**config.mk**
```make
export PLATFORM = sky130hd
export DESIGN_NAME = exception_sequencer_flat
export DESIGN_NICKNAME = d
export VERILOG_FILES = /design/src/rtl/exception_sequencer_if.sv /design/src/rtl/exception_sequencer.sv /design/src/flat_wrapper.sv
export SDC_FILE = /design/constraint.sdc
export NUM_CORES = 1
export LEC_CHECK = 0
export CAP_MARGIN = 20
export CORE_UTILIZATION = 41
export CTS_CLUSTER_SIZE = 40
export DETAILED_ROUTE_END_ITERATION = 8
export PLACE_DENSITY = 0.72
export RECOVER_POWER = 50
export SYNTH_ARGS = -nofsm -noshare
export SYNTH_HDL_FRONTEND = slang
export SYNTH_SLANG_ARGS = --single-unit
```
**constraint.sdc**
```tcl
create_clock -name clk -period 1.3 [get_ports clk]
set_input_delay 0.325 -clock clk [delete_from_list [all_inputs] [get_ports clk]]
set_output_delay 0.325 -clock clk [all_outputs]
set_load 0.01 [all_outputs]
```
**src/rtl/exception_sequencer_if.sv**
```systemverilog
// Bundle of exception sources, CPSR view and sequencer outputs shared by the
// controller-side driver (master) and the exception sequencer (slave).
interface exception_sequencer_if;
  logic       IRQ;
  logic       FIQ;
  logic       UndefE;
  logic       SWIE;
  logic       PrefetchAbortE;
  logic       DataAbortM;
  logic [7:0] CPSRbits;
  logic       NotStallW;
  logic [5:0] ExceptionsE;
  logic       ExcFlush;
  logic       ExcBusy;
  logic       DropE;
  logic [5:0] PendingOut;

  modport master (
    output IRQ, FIQ, UndefE, SWIE, PrefetchAbortE, DataAbortM, CPSRbits, NotStallW,
    input  ExceptionsE, ExcFlush, ExcBusy, DropE, PendingOut
  );

  modport slave (
    input  IRQ, FIQ, UndefE, SWIE, PrefetchAbortE, DataAbortM, CPSRbits, NotStallW,
    output ExceptionsE, ExcFlush, ExcBusy, DropE, PendingOut
  );
endinterface

```
**src/rtl/exception_sequencer.sv**
```systemverilog
// Exception sequencer: synchronizes IRQ/FIQ, tracks pending sources with masking and
// same-mode suppression, and issues one exception at a time followed by a flush.
module exception_sequencer #(
  parameter int unsigned SYNC_STAGES  = 2,
  parameter int unsigned FLUSH_CYCLES = 3
) (
  input  logic                 clk,
  input  logic                 reset_n,
  exception_sequencer_if.slave bus
);

  localparam int B_UNDEF = 5;
  localparam int B_SWI   = 4;
  localparam int B_PABT  = 3;
  localparam int B_DABT  = 2;
  localparam int B_IRQ   = 1;
  localparam int B_FIQ   = 0;

  localparam logic [4:0] MODE_SVC = 5'b10011;
  localparam logic [4:0] MODE_ABT = 5'b10111;
  localparam logic [4:0] MODE_UND = 5'b11011;

  localparam int unsigned CNT_W        = (FLUSH_CYCLES > 32'd2) ? $clog2(FLUSH_CYCLES) : 1;
  localparam int unsigned FLUSH_LOAD_I = (FLUSH_CYCLES > 32'd1) ? (FLUSH_CYCLES - 32'd2) : 32'd0;
  localparam logic [CNT_W-1:0] FLUSH_LOAD = FLUSH_LOAD_I[CNT_W-1:0];

  typedef enum logic [1:0] {
    ST_IDLE  = 2'd0,
    ST_ARB   = 2'd1,
    ST_ISSUE = 2'd2,
    ST_FLUSH = 2'd3
  } state_e;

  // Sticky sync sources {undef, swi, pabt, dabt}, each tagged by the mode it would enter.
  function automatic logic [5:2] same_mode(input logic [4:0] mode);
    same_mode = {mode == MODE_UND, mode == MODE_SVC, mode == MODE_ABT, mode == MODE_ABT};
  endfunction

  function automatic logic [5:0] pick_winner(input logic [5:0] en);
    logic [5:0] w;
    w = 6'b000000;
    if (en[B_DABT])       w[B_DABT]  = 1'b1;
    else if (en[B_FIQ])   w[B_FIQ]   = 1'b1;
    else if (en[B_IRQ])   w[B_IRQ]   = 1'b1;
    else if (en[B_PABT])  w[B_PABT]  = 1'b1;
    else if (en[B_UNDEF]) w[B_UNDEF] = 1'b1;
    else if (en[B_SWI])   w[B_SWI]   = 1'b1;
    else                  w = 6'b000000;
    return w;
  endfunction

  state_e                 state_q;
  logic [SYNC_STAGES-1:0] irq_sync_q;
  logic [SYNC_STAGES-1:0] fiq_sync_q;
  logic [5:2]             sticky_q;
  logic [5:2]             sticky_d;
  logic [5:0]             winner_q;
  logic [CNT_W-1:0]       cnt_q;
  logic [5:0]             exc_q;
  logic                   flush_q;
  logic                   busy_q;
  logic                   drop_q;

  logic [5:0] pending_s;
  logic [5:0] enabled_s;
  logic [5:0] select_s;
  logic       any_enabled_s;
  logic [5:2] drop_s;
  logic [5:2] clear_s;
  logic [5:2] set_s;
  logic       in_flush_s;
  logic       cpsr_t_unused_s;

  assign cpsr_t_unused_s = bus.CPSRbits[5];

  // Two-or-more flop synchronizers for the asynchronous interrupt levels.
  always_ff @(posedge clk or negedge reset_n) begin
    if (!reset_n) begin
      irq_sync_q <= '0;
      fiq_sync_q <= '0;
    end else begin
      irq_sync_q <= {irq_sync_q[SYNC_STAGES-2:0], bus.IRQ};
      fiq_sync_q <= {fiq_sync_q[SYNC_STAGES-2:0], bus.FIQ};
    end
  end

  // Pending/enabled vectors; pulses from instructions being flushed are discarded, dabt never is.
  always_comb begin
    pending_s     = {sticky_q, irq_sync_q[SYNC_STAGES-1], fiq_sync_q[SYNC_STAGES-1]};
    drop_s        = sticky_q & same_mode(bus.CPSRbits[4:0]);
    enabled_s     = {sticky_q & ~drop_s,
                     irq_sync_q[SYNC_STAGES-1] & ~bus.CPSRbits[7],
                     fiq_sync_q[SYNC_STAGES-1] & ~bus.CPSRbits[6]};
    select_s      = pick_winner(enabled_s);
    any_enabled_s = |enabled_s;
    in_flush_s    = (state_q == ST_ISSUE) || (state_q == ST_FLUSH);
    if (state_q == ST_ISSUE) begin
      clear_s = winner_q[5:2];
    end else begin
      clear_s = 4'b0000;
    end
    set_s    = {bus.UndefE & ~in_flush_s, bus.SWIE & ~in_flush_s,
                bus.PrefetchAbortE & ~in_flush_s, bus.DataAbortM};
    sticky_d = (sticky_q & ~drop_s & ~clear_s) | set_s;
  end

  // Sticky pending bits and the one-cycle drop indication.
  always_ff @(posedge clk or negedge reset_n) begin
    if (!reset_n) begin
      sticky_q <= 4'b0000;
      drop_q   <= 1'b0;
    end else begin
      sticky_q <= sticky_d;
      drop_q   <= |drop_s;
    end
  end

  // Sequencer FSM; outputs are registered alongside the state they describe.
  always_ff @(posedge clk or negedge reset_n) begin
    if (!reset_n) begin
      state_q  <= ST_IDLE;
      winner_q <= 6'b000000;
      cnt_q    <= '0;
      exc_q    <= 6'b000000;
      flush_q  <= 1'b0;
      busy_q   <= 1'b0;
    end else begin
      exc_q   <= 6'b000000;
      flush_q <= 1'b0;
      busy_q  <= 1'b1;
      case (state_q)
        ST_IDLE: begin
          if (any_enabled_s) begin
            state_q <= ST_ARB;
          end else begin
            busy_q <= 1'b0;
          end
        end
        ST_ARB: begin
          if (!any_enabled_s) begin
            state_q <= ST_IDLE;
            busy_q  <= 1'b0;
          end else if (bus.NotStallW) begin
            state_q  <= ST_ISSUE;
            winner_q <= select_s;
            exc_q    <= select_s;
            flush_q  <= 1'b1;
          end else begin
            state_q <= ST_ARB;
          end
        end
        ST_ISSUE: begin
          if (FLUSH_CYCLES > 32'd1) begin
            state_q <= ST_FLUSH;
            cnt_q   <= FLUSH_LOAD;
            flush_q <= 1'b1;
          end else begin
            state_q <= ST_IDLE;
            busy_q  <= 1'b0;
          end
        end
        ST_FLUSH: begin
          if (cnt_q == '0) begin
            state_q <= ST_IDLE;
            busy_q  <= 1'b0;
          end else begin
            cnt_q   <= cnt_q - CNT_W'(1);
            flush_q <= 1'b1;
          end
        end
        default: begin
          state_q <= ST_IDLE;
          busy_q  <= 1'b0;
        end
      endcase
    end
  end

  assign bus.ExceptionsE = exc_q;
  assign bus.ExcFlush    = flush_q;
  assign bus.ExcBusy     = busy_q;
  assign bus.DropE       = drop_q;
  assign bus.PendingOut  = pending_s;

endmodule

```
**src/flat_wrapper.sv**
```systemverilog
// flat-port wrapper written by rule: the top's interface ports become plain ports
module exception_sequencer_flat 
#(
  parameter int unsigned SYNC_STAGES  = 2,
  parameter int unsigned FLUSH_CYCLES = 3
)
  (clk, reset_n, bus_IRQ, bus_FIQ, bus_UndefE, bus_SWIE, bus_PrefetchAbortE, bus_DataAbortM, bus_CPSRbits, bus_NotStallW, bus_ExceptionsE, bus_ExcFlush, bus_ExcBusy, bus_DropE, bus_PendingOut);
  exception_sequencer_if bus_i ();
  input  logic clk;
  input  logic reset_n;
  input wire logic [$bits(bus_i.IRQ)-1:0] bus_IRQ;
  input wire logic [$bits(bus_i.FIQ)-1:0] bus_FIQ;
  input wire logic [$bits(bus_i.UndefE)-1:0] bus_UndefE;
  input wire logic [$bits(bus_i.SWIE)-1:0] bus_SWIE;
  input wire logic [$bits(bus_i.PrefetchAbortE)-1:0] bus_PrefetchAbortE;
  input wire logic [$bits(bus_i.DataAbortM)-1:0] bus_DataAbortM;
  input wire logic [$bits(bus_i.CPSRbits)-1:0] bus_CPSRbits;
  input wire logic [$bits(bus_i.NotStallW)-1:0] bus_NotStallW;
  output wire logic [$bits(bus_i.ExceptionsE)-1:0] bus_ExceptionsE;
  output wire logic [$bits(bus_i.ExcFlush)-1:0] bus_ExcFlush;
  output wire logic [$bits(bus_i.ExcBusy)-1:0] bus_ExcBusy;
  output wire logic [$bits(bus_i.DropE)-1:0] bus_DropE;
  output wire logic [$bits(bus_i.PendingOut)-1:0] bus_PendingOut;
  assign bus_i.IRQ = bus_IRQ;
  assign bus_i.FIQ = bus_FIQ;
  assign bus_i.UndefE = bus_UndefE;
  assign bus_i.SWIE = bus_SWIE;
  assign bus_i.PrefetchAbortE = bus_PrefetchAbortE;
  assign bus_i.DataAbortM = bus_DataAbortM;
  assign bus_i.CPSRbits = bus_CPSRbits;
  assign bus_i.NotStallW = bus_NotStallW;
  assign bus_ExceptionsE = bus_i.ExceptionsE;
  assign bus_ExcFlush = bus_i.ExcFlush;
  assign bus_ExcBusy = bus_i.ExcBusy;
  assign bus_DropE = bus_i.DropE;
  assign bus_PendingOut = bus_i.PendingOut;
  exception_sequencer #(.SYNC_STAGES(SYNC_STAGES), .FLUSH_CYCLES(FLUSH_CYCLES)) u_core (.clk(clk), .reset_n(reset_n), .bus(bus_i));
endmodule
```
==> qor.csv, run 1 <==
stage;metric;value;unit
sta;finalHoldViolations;0;
worst_setup_path;r2r_start;u_core.sticky_q[3];
clocking;clk_pin_slew_worst_paths;0.14;ns
sta;rsz0062_at_grt;true;
synth;synth-edff-count;0;
power;power_frac_comb;52.1;%
finish;area_growth;57.31;%
power;p_sw_share;36.15;%
detailed_routing;dr.pass1.iters;4;
sta;slew_violations;0;
global_routing;grt-ovfl-total;0;
detailed_routing;wl_per_cell;14.37;um
finish;finalNetCount;177;
clocking;hold_buffers;0;
power;peakVddDrop;1.155;mV
place;place_hpwl;1896;um
power;p_clk_share;11.7;%
power;power_density;1731;nW/um2
sta;finalCriticalPeriod;1.459;ns
detailed_routing;drc_errors;0;
synth;synth.most_common_cell;dfrtp_1;
worst_setup_path;timing.rr.end;u_core.winner_q[3];
detailed_routing;via_count;959;
synth;synth_flop_cell;dfrtp_1;
synth;avgSynthCellArea;11.07;um2
sta;fin_ws;-0.1593;ns
status;run_status;finished with violations;
finish;drive_gt1_share;37.97;%
synth;syn_inst;99;
worst_setup_path;critPathKind;flip-flop to flip-flop;
worst_setup_path;endpoint;u_core.winner_q[3];
die;start_util;43.84;%
die;core_area;2500;um2
hold_path;hold_path_class;flip-flop to flip-flop;
die;dieWidth;53.71;um
worst_setup_path;cp.required;1.52;ns
run;maxCapViolations;0;
die;die-area;2884;um2
worst_setup_path;reg2reg_setup_slack;-0.16;ns
global_routing;grt.total_usage;20.96;%
detailed_routing;detail_route.iter0.violations;5;
clocking;clkSinkCount;25;
synth;synth_seq_area_share;57.08;%
synth;syn_area;1096;um2
detailed_routing;wl_met1;1192;um
die;die_y;53.71;um
die;rows;18;
finish;n_antenna_cell;0;
worst_setup_path;startpoint;u_core.sticky_q[3];
global_routing;grt_pass1_vias;959;
global_routing;antenna_found_initial;0;
clocking;cts_tree;done;
worst_setup_path;worstPathMaxFanout;3;
synth;synthDistinctLibCells;36;
synth;yosysWarnings;0;
global_routing;grt_max_degree;26;
power;netSwitchingPower;1.079;mW
sta;slew-limit-headroom;58.46;%
detailed_routing;vias_per_cell;5.101;
sta;setup_viol;14;
global_routing;grt_pass1_wl;4284;um
worst_setup_path;cp_data_arrival_time;1.67;ns
synth;synthArstFlopShare;100.0;%
synth;synth_commonest_cells;dfrtp_1 (25), a21oi_1 (9), nor2_1 (9);
worst_setup_path;reg2regPathDepth;5;
power;internal-power;1.906;mW
sta;fin_crit_sh;112.3;%
place;dp_slack;-0.6750;ns
power;power;2.985;mW
sta;skew;0.001581;ns
detailed_routing;ant_nets;0;
detailed_routing;drt_wl_total;2702;um
clocking;htree_levels;1;
sta;worst_slew_pin_slew;0.6230;ns
place;gp_congestion;0.8193;
power;cellLeakagePower;0.8120;nW
clocking;cts_buffers;3;
die;ios;32;
power;p_seq_share;36.2;%
clocking;clock_latency;0.31;ns
detailed_routing;highest_layer;met4;
worst_setup_path;endpoint_kind;flip-flop;
worst_setup_path;cp-start-kind;flip-flop;
clocking;root_buffer;clkbuf_4;
detailed_routing;dr_wl_met2;1388;um
clocking;clock_path_buffers;2;
synth;synthesis.nets;117;
synth;synth_seq_cells;25;
status;violations;negative setup slack;
place;io_buffer_count;30;
synth;synth_area_leaders;dfrtp_1 (57%), a21oi_1 (4.1%), nor2_1 (3.1%);
synth;yosysTopAreaCellShare;57.08;%
detailed_routing;wl_met3;89;um
sta;fmax;685.3;MHz
synth;yosys.area.top_type;dfrtp_1;
power by group through the flow:
stage	Combinational (mW)	Sequential [mW]	Clock [mW]
finish	1.55	1.08	0.349
global route	1.69	1.10	0.390
CTS	1.50	1.08	0.350
detailed placement	1.36	1.11	0
global placement	1.32	1.10	0
floorplan	0.612	1.17	0
per-stage QoR:
stage	hold WS (ns)	util, %	TNS [ns]	cell area, um2	cells
final	0.3634	68.97	-1.552	1724	188
after global placement	0.3328	64.01	-9.495	1600	177
after detailed placement	0.3356	64.01	-10.16	1600	177
after CTS	0.3423	69.12	-1.388	1728	185
after floorplan	0.02941	-	-0.1584	1111	99
after global routing	0.3736	68.97	-2.175	1724	188
what timing repair did:
item | 4_1_cts | 5_1_grt
hold endpoints to repair | 0 | 0
setup buffers | 5 | 3
pin swaps | 10 | 5
gates resized for setup | 55 | 14
endpoints found under the setup margin | 33 | 26
routing by layer:
layer,GRT usage [%],vias up
li1,-,467
met1,26.17,467
met2,36.21,21
met3,2.260,4
met4,9.211,0
met5,0,-
logic make-up after synthesis:
| group | count (synthesis) | synth area share (%) |
|---|---|---|
| AO/OA/AOI/OAI | 30 | 19.63 |
| adder cells (fa/ha/maj) | 1 | 1.141 |
| buffers and inverters | 10 | 4.109 |
| flip-flops | 25 | 57.08 |
| multiplexers | 3 | 2.968 |
| AND/OR/NAND/NOR | 30 | 15.07 |
how the worst min path moves through the flow:
stage,startpoint,cells past startpoint,slack (ns),endpoint
floorplan,reset_n,0,0.03,async pin
global placement,u_core.irq_sync_q[0],0,0.33,u_core.irq_sync_q[1]
detailed placement,u_core.fiq_sync_q[0],0,0.34,u_core.fiq_sync_q[1]
CTS,reset_n,2,0.34,u_core.sticky_q[3]
global route,u_core.fiq_sync_q[0],0,0.37,u_core.fiq_sync_q[1]
finish,u_core.fiq_sync_q[0],0,0.36,u_core.fiq_sync_q[1]
placed cells by master (no fill, tap or decap), types with 2 or more instances in the layout:
cell	synthesis	routed
o21ai_1	2	2
a21oi_1	9	8
clkbuf_2	0	8
clkdlybuf4s15_1	0	6
buf_6	0	9
nor2_1	9	8
o21ai_0	3	3
o21a_1	2	2
and3_4	0	3
clkdlybuf4s50_1	0	8
dfrtp_1	25	25
dlygate4sd3_1	0	2
inv_1	7	7
dlygate4sd2_1	0	5
buf_4	2	20
nand2b_1	4	4
nand2_1	3	2
clkbuf_4	0	3
a21o_1	3	3
flip-flops by register name (all words and copies together) (netlist names), named ones only:
register                cells
u_core.winner_q             4
u_core.fiq_sync_q           2
u_core.irq_sync_q           2
u_core.bus.ExceptionsE      6
u_core.sticky_q             4
u_core.bus.ExcFlush         1
u_core.state_q              1
u_core.bus.ExcBusy          1
u_core.cnt_q                2
u_core.bus.DropE            1
final cells by class:
type                            instances  area (um2)
Timing Repair Buffer                   58       495.5
Multi-Input combinational cell         64       513.0
Inverter                                7       26.28
Clock buffer                            4       26.28
Tap cell                               30       37.54
Fill cell                             200       775.7
Sequential cell                        25       625.6
worst max-delay path: stages, from the launching register on:
cell	delay, ns
dfrtp_1	0.42
buf_6	0.13
o2bb2ai_2	0.12
o2111a_2	0.27
a31oi_4	0.11
mux2_4	0.31
No activity file was read; power rests on OpenSTA's default activity.
==> inputs of run 2 (changes only) <==
--- a/config.mk
+++ b/config.mk
@@ -11,6 +11,7 @@
 export DETAILED_ROUTE_END_ITERATION = 8
 export PLACE_DENSITY = 0.72
 export RECOVER_POWER = 50
+export REMOVE_ABC_BUFFERS = 1
 export SYNTH_ARGS = -nofsm -noshare
 export SYNTH_HDL_FRONTEND = slang
 export SYNTH_SLANG_ARGS = --single-unit
==> qor.csv, run 2 (same netlist as run 1, synthesis figures left out) <==
stage;metric;value;unit;change
sta;setup_viol;16;;+2
worst_setup_path;cp_cell_sequence;buf_6, o2bb2ai_2, o2111a_2, a31oi_4, mux2_4;;
worst_setup_path;cp_data_arrival_time;1.69;ns;+0.02 ns
hold_path;worstHoldPathCells;0;;unchanged
finish;final_cells;187;;-0.53%
global_routing;antenna_found_initial;0;;unchanged
global_routing;grt-ovfl-total;0;;unchanged
run;maxCapViolations;0;;unchanged
sta;rsz0062_at_grt;true;;
global_routing;grt_pass1_wl;4229;um;-1.3%
hold_path;min_to;u_core.irq_sync_q[1];;
status;violations;negative setup slack;;
die;rows;18;;unchanged
detailed_routing;detail_route.iter0.violations;7;;+2
clocking;cts_tree;done;;
worst_setup_path;slowest_stage;dfrtp_1;;
status;run_status;finished with violations;;
sta;fin_ws;-0.1659;ns;-0.006529 ns
power;cellLeakagePower;0.7890;nW;-2.8%
sta;slew_violations;0;;unchanged
finish;n_antenna_cell;0;;unchanged
sta;slew-limit-headroom;58.77;%;+0.30 points
global_routing;gr-usage-met3;2.542;%;+0.28 points
sta;finalCriticalPeriod;1.466;ns;+0.006529 ns
detailed_routing;vias_per_cell;5.134;;+0.64%
die;start_util;43.84;%;unchanged
hold_path;min_from;u_core.irq_sync_q[0];;
clocking;clk_pin_slew_worst_paths;0.14;ns;about the same
detailed_routing;wl_per_cell;14.68;um;+2.2%
worst_setup_path;critPathMaxStageDelay;0.43;ns;about the same
place;io_buffer_count;30;;unchanged
global_routing;grt_pass1_vias;952;;-0.73%
worst_setup_path;r2r_start;u_core.sticky_q[3];;
detailed_routing;drt_wl_total;2746;um;+1.6%
detailed_routing;ant_nets;0;;unchanged
global_routing;busiest_layer;met2;;
worst_setup_path;reg2reg_setup_slack;-0.17;ns;about the same
detailed_routing;via_count;960;;+0.10%
detailed_routing;dr.pass1.iters;4;;unchanged
place;dpl_cell_area;1578;um2;-1.4%
sta;finalHoldViolations;0;;unchanged
die;ios;32;;unchanged
finish;final_core_utilization;66.22;%;-2.8 points
worst_setup_path;worstPathMaxFanout;3;;unchanged
place;place_hpwl;1823;um;-3.8%
clocking;htree_levels;1;;unchanged
finish;multi_input_area;488.0;um2;-4.9%
finish;mostFrequentLayoutCell;dfrtp_1;;
detailed_routing;drc_errors;0;;unchanged
clocking;root_buffer;clkbuf_4;;
finish;nFillCells;199;;-0.50%
sta;setup_tns;-1.559;ns;-0.007010 ns
worst_setup_path;cp-start-kind;flip-flop;;
sta;skew;0.007472;ns;+0.005891 ns
finish;finalNetCount;176;;-0.56%
power;power_density;1789;nW/um2;+3.4%
clocking;cts_buffers;3;;unchanged
sta;fmax;682.2;MHz;-0.45%
global_routing;grt_max_degree;26;;unchanged
sta;fin_crit_sh;112.8;%;+0.50 points
finish;area_growth;51.03;%;
place;dpl.cell_count;176;;-0.56%
die;die_y;53.71;um;unchanged
clocking;clkSinkCount;25;;unchanged
finish;final_cell_mix;dfrtp_1 (25), buf_4 (22), clkbuf_2 (13);;
power;peakVddDrop;1.350;mV;+17%
die;dieWidth;53.71;um;unchanged
global_routing;grt.total_usage;20.66;%;-0.30 points
finish;largest_reg_flops;6;;unchanged
finish;drive_gt1_share;40.13;%;+2.2 points
place;dp_slack;-0.6440;ns;+0.03106 ns
hold_path;hold_path_class;flip-flop to flip-flop;;
die;core_area;2500;um2;unchanged
finish;fin_area;1655;um2;-4.0%
worst_setup_path;cp.required;1.53;ns;about the same
worst_setup_path;timing.rr.end;u_core.winner_q[3];;
clocking;clock_latency;0.33;ns;+0.02 ns
finish;regArea;625.6;um2;unchanged
clocking;clock_path_buffers;2;;unchanged
die;die-area;2884;um2;unchanged
global_routing;met1_usage;25.09;%;-1.1 points
worst_setup_path;reg2regPathDepth;5;;unchanged
worst_setup_path;endpoint_kind;flip-flop;;
place;gp_congestion;0.7492;;-8.6%
worst_setup_path;critPathKind;flip-flop to flip-flop;;
global_routing;use_met2;38.07;%;+1.9 points
sta;worst_slew_pin_slew;0.6185;ns;-0.004548 ns
## run 2: what timing repair did
action,4_1_cts,5_1_grt
pin swaps,8,1
endpoints found under the setup margin,32,29
gates resized for setup,56,15
buffers inserted,6,1
hold buffers,0,0
## run 2: how the worst max path moves through the flow
stage	endpoint	slack, ns	cells after the start	from
after global placement	u_core.winner_q[3]	-0.61	5	bus_CPSRbits[3]
after global routing	u_core.winner_q[5]	-0.20	6	u_core.sticky_q[3]
after detailed placement	u_core.winner_q[3]	-0.64	5	bus_CPSRbits[3]
after floorplan	u_core.winner_q[3]	-0.22	3	flip-flop
final	u_core.winner_q[3]	-0.17	5	u_core.sticky_q[3]
after CTS	u_core.winner_q[3]	-0.15	5	u_core.sticky_q[3]
## run 2: report_power, final
| group | total [mW] | switching, mW | internal, mW |
|---|---|---|---|
| Sequential | 1.09 | 0.116 | 0.978 |
| Clock | 0.375 | 0.250 | 0.126 |
| Combinational | 1.49 | 0.712 | 0.781 |
| Total | 2.96 | 1.08 | 1.88 |
## run 2: routing by layer
| layer | wire length, um | vias to the layer above |
|---|---|---|
| met2 | 1390 | 23 |
| met4 | 0 | 0 |
| li1 | - | 460 |
| met5 | 0 | - |
| met3 | 113 | 0 |
| met1 | 1242 | 477 |
## run 2: critical path: cells and delay by family (launching register included)
family,cells,cell delay (ns)
flops,1,0.43
mux,1,0.31
compound gates,3,0.51
buf+inv,1,0.14
## run 2: area by class of cell
type | instances | share of cell area [%]
clock buffers | 3 | 1.361
clock inverters | 1 | 0.5291
inverters | 7 | 1.587
multi-input cells | 64 | 29.48
flip-flops and latches | 25 | 37.79
well taps | 30 | 2.268
repair buffers | 57 | 26.98
## run 2: metrics by stage
stage               power, mW  hold slack [ns]
floorplan               1.739          0.02941
detailed placement      2.394           0.3418
CTS                     2.943           0.3265
global placement        2.357           0.3340
global route            3.133           0.3913
finish                  2.962           0.3693
==> inputs of run 3 (changes only) <==
--- a/config.mk
+++ b/config.mk
@@ -9,6 +9,7 @@
 export CORE_UTILIZATION = 41
 export CTS_CLUSTER_SIZE = 40
 export DETAILED_ROUTE_END_ITERATION = 8
+export GPL_TIMING_DRIVEN = 0
 export PLACE_DENSITY = 0.72
 export RECOVER_POWER = 50
 export REMOVE_ABC_BUFFERS = 1
==> qor.csv, run 3 (same netlist as run 1, synthesis figures left out) <==
stage;metric;value;unit;change
status;run_status;finished with violations;;
status;violations;negative hold slack, negative setup slack;;
global_routing;busiest_layer;met2;;
global_routing;met1_usage;27.49;%;+2.4 points
detailed_routing;drc_errors;0;;unchanged
global_routing;grt_max_degree;26;;unchanged
worst_setup_path;worstPathMaxFanout;3;;unchanged
worst_setup_path;critPathBufInv;1;;unchanged
sta;finalHoldViolations;9;;+9
global_routing;grt_pass1_wl;4443;um;+5.1%
detailed_routing;dr.pass1.iters;4;;unchanged
sta;finalCriticalPeriod;1.575;ns;+0.1087 ns
die;die_y;53.71;um;unchanged
worst_setup_path;critPathKind;flip-flop to flip-flop;;
place;gp_congestion;0.7197;;-3.9%
global_routing;grt.total_usage;22.23;%;+1.6 points
worst_setup_path;critPathMaxStageDelay;0.43;ns;about the same
sta;slew-limit-headroom;51.93;%;-6.8 points
sta;fin_ws;-0.2746;ns;-0.1087 ns
power;p_seq_share;38.5;%;+1.6 points
worst_setup_path;slowest_stage;dfrtp_1;;
sta;slew_violations;0;;unchanged
detailed_routing;drt_wl_total;2837;um;+3.3%
detailed_routing;via_count;948;;-1.3%
worst_setup_path;critPathTopFamily;compound AO/OA/AOI/OAI gates;;
finish;largest_reg_flops;6;;unchanged
finish;finalNetCount;166;;-5.7%
worst_setup_path;reg2reg_setup_slack;-0.27;ns;-0.11 ns
worst_setup_path;reg2regPathDepth;5;;unchanged
sta;skew;0.01541;ns;+0.007934 ns
sta;worst_slew_pin_slew;0.7199;ns;+0.1014 ns
power;p_sw_share;37.86;%;+1.5 points
worst_setup_path;cp_data_arrival_time;1.82;ns;+0.13 ns
detailed_routing;wl_per_cell;16.03;um;+9.2%
clocking;htree_levels;1;;unchanged
clocking;root_buffer;clkbuf_4;;
global_routing;grt_pass1_vias;956;;+0.42%
die;start_util;43.84;%;unchanged
clocking;clkSinkCount;25;;unchanged
detailed_routing;ant_nets;0;;unchanged
finish;final_core_utilization;64.81;%;-1.4 points
power;netSwitchingPower;1.102;mW;+2.3%
die;ios;32;;unchanged
power;power_density;1797;nW/um2;+0.41%
finish;nFillCells;188;;-5.5%
power;power;2.911;mW;-1.7%
finish;final_cell_mix;dfrtp_1 (23), buf_4 (11), nor2_1 (8), a21oi_1 (8);;
clocking;cts_buffers;3;;unchanged
clocking;clock_path_buffers;2;;unchanged
die;rows;18;;unchanged
worst_setup_path;timing.rr.end;u_core.winner_q[3];;
sta;setup_viol;15;;-1
worst_setup_path;cp.required;1.54;ns;about the same
die;core_area;2500;um2;unchanged
finish;drive_gt1_share;35.37;%;-4.8 points
sta;setup_tns;-2.738;ns;-1.179 ns
clocking;clock_latency;0.33;ns;about the same
global_routing;gr-usage-met3;3.390;%;+0.85 points
worst_setup_path;cp-start-kind;flip-flop;;
finish;area_growth;47.83;%;
clocking;hold_buffers;0;;unchanged
place;dp_slack;-0.9511;ns;-0.3072 ns
power;power_frac_comb;48.2;%;-2.2 points
finish;n_antenna_cell;0;;unchanged
sta;fin_crit_sh;121.1;%;+8.4 points
power;internal-power;1.809;mW;-4.0%
worst_setup_path;cp_cell_sequence;buf_6, o2bb2ai_2, o2111a_2, a31oi_4, mux2_4;;
power;cellLeakagePower;0.7551;nW;-4.3%
global_routing;use_met2;39.09;%;+1.0 points
place;io_buffer_count;30;;unchanged
global_routing;antenna_found_initial;0;;unchanged
power;p_clk_share;13.2;%;+0.5 points
run;maxCapViolations;0;;unchanged
power;peakVddDrop;1.327;mV;-1.7%
detailed_routing;detail_route.iter0.violations;17;;+10
finish;mostFrequentLayoutCell;dfrtp_1;;
detailed_routing;vias_per_cell;5.356;;+4.3%
sta;fmax;635.1;MHz;-6.9%
die;dieWidth;53.71;um;unchanged
clocking;cts_tree;done;;
sta;rsz0062_at_grt;true;;
place;place_hpwl;1707;um;-6.4%
sta;final.hold.worst_slack;-0.005008;ns;-0.3743 ns
global_routing;grt-ovfl-total;0;;unchanged
clocking;clk_pin_slew_worst_paths;0.16;ns;+0.02 ns
worst_setup_path;endpoint_kind;flip-flop;;
hold_path;hold_path_class;primary input to async pin;;
die;die-area;2884;um2;unchanged
worst_setup_path;r2r_start;u_core.sticky_q[3];;
-- run 3: cell count changes in the layout (fill, tap and decap cells not counted), moves of 2 or more --
| cell | previous run | this run |
|---|---|---|
| buf_2 | 1 | 4 |
| buf_4 | 22 | 11 |
| and3_4 | 3 | 1 |
| and3_1 | 0 | 2 |
| dfrtp_1 | 25 | 23 |
| clkdlybuf4s15_1 | 0 | 3 |
| dfrtp_2 | 0 | 2 |
| o21ai_1 | 2 | 0 |
| clkbuf_2 | 13 | 7 |
-- run 3: worst max-delay path by stage --
stage | depth (start not counted) | from | end | slack (ns)
2_1_floorplan | 3 | flip-flop | u_core.winner_q[3] | -0.22
5_1_grt | 6 | u_core.sticky_q[3] | u_core.bus.ExceptionsE[0] | -0.32
3_3_place_gp | 5 | bus_CPSRbits[3] | u_core.winner_q[3] | -0.89
3_5_place_dp | 5 | bus_CPSRbits[3] | u_core.winner_q[3] | -0.95
6_report | 5 | u_core.sticky_q[3] | u_core.winner_q[3] | -0.27
4_1_cts | 5 | u_core.sticky_q[3] | u_core.winner_q[3] | -0.20
-- run 3: layout make-up --
class	count	area (um2)	area share, %
Inverter	7	26.28	1.622
Sequential cell	25	628.1	38.76
Clock inverter	1	8.758	0.5405
Tap cell	30	37.54	2.317
Multi-Input combinational cell	64	504.2	31.12
Clock buffer	3	22.52	1.390
Timing Repair Buffer	47	392.9	24.25
-- run 3: metal layers --
layer / wire length (um) / up-vias
met3: 132 / 5
met5: 0 / -
met4: 36 / 0
met2: 1510 / 27
met1: 1157 / 470
li1: - / 446
-- run 3: timing repair --
item                       4_1_cts  5_1_grt
setup buffers                   12        6
resized for setup               68       13
setup endpoints to repair       30       25
pin swaps                        5        5
-- run 3: power by group through the flow --
stage	clock network (mW)	registers, mW	logic [mW]
final	0.385	1.12	1.40
after global routing	0.427	1.14	1.54
after CTS	0.389	1.12	1.30
after detailed placement	0	1.21	0.964
after global placement	0	1.18	0.922
after floorplan	0	1.19	0.545
-- run 3: through the flow --
| stage | instance area [um2] | cells | hold slack [ns] |
|---|---|---|---|
| detailed placement | 1415 | 156 | 0.3347 |
| finish | 1620 | 177 | -0.005008 |
| global route | 1620 | 177 | 0.01622 |
| floorplan | 1077 | 96 | 0.02941 |
| global placement | 1415 | 156 | 0.3324 |
| CTS | 1594 | 172 | 0.3181 |
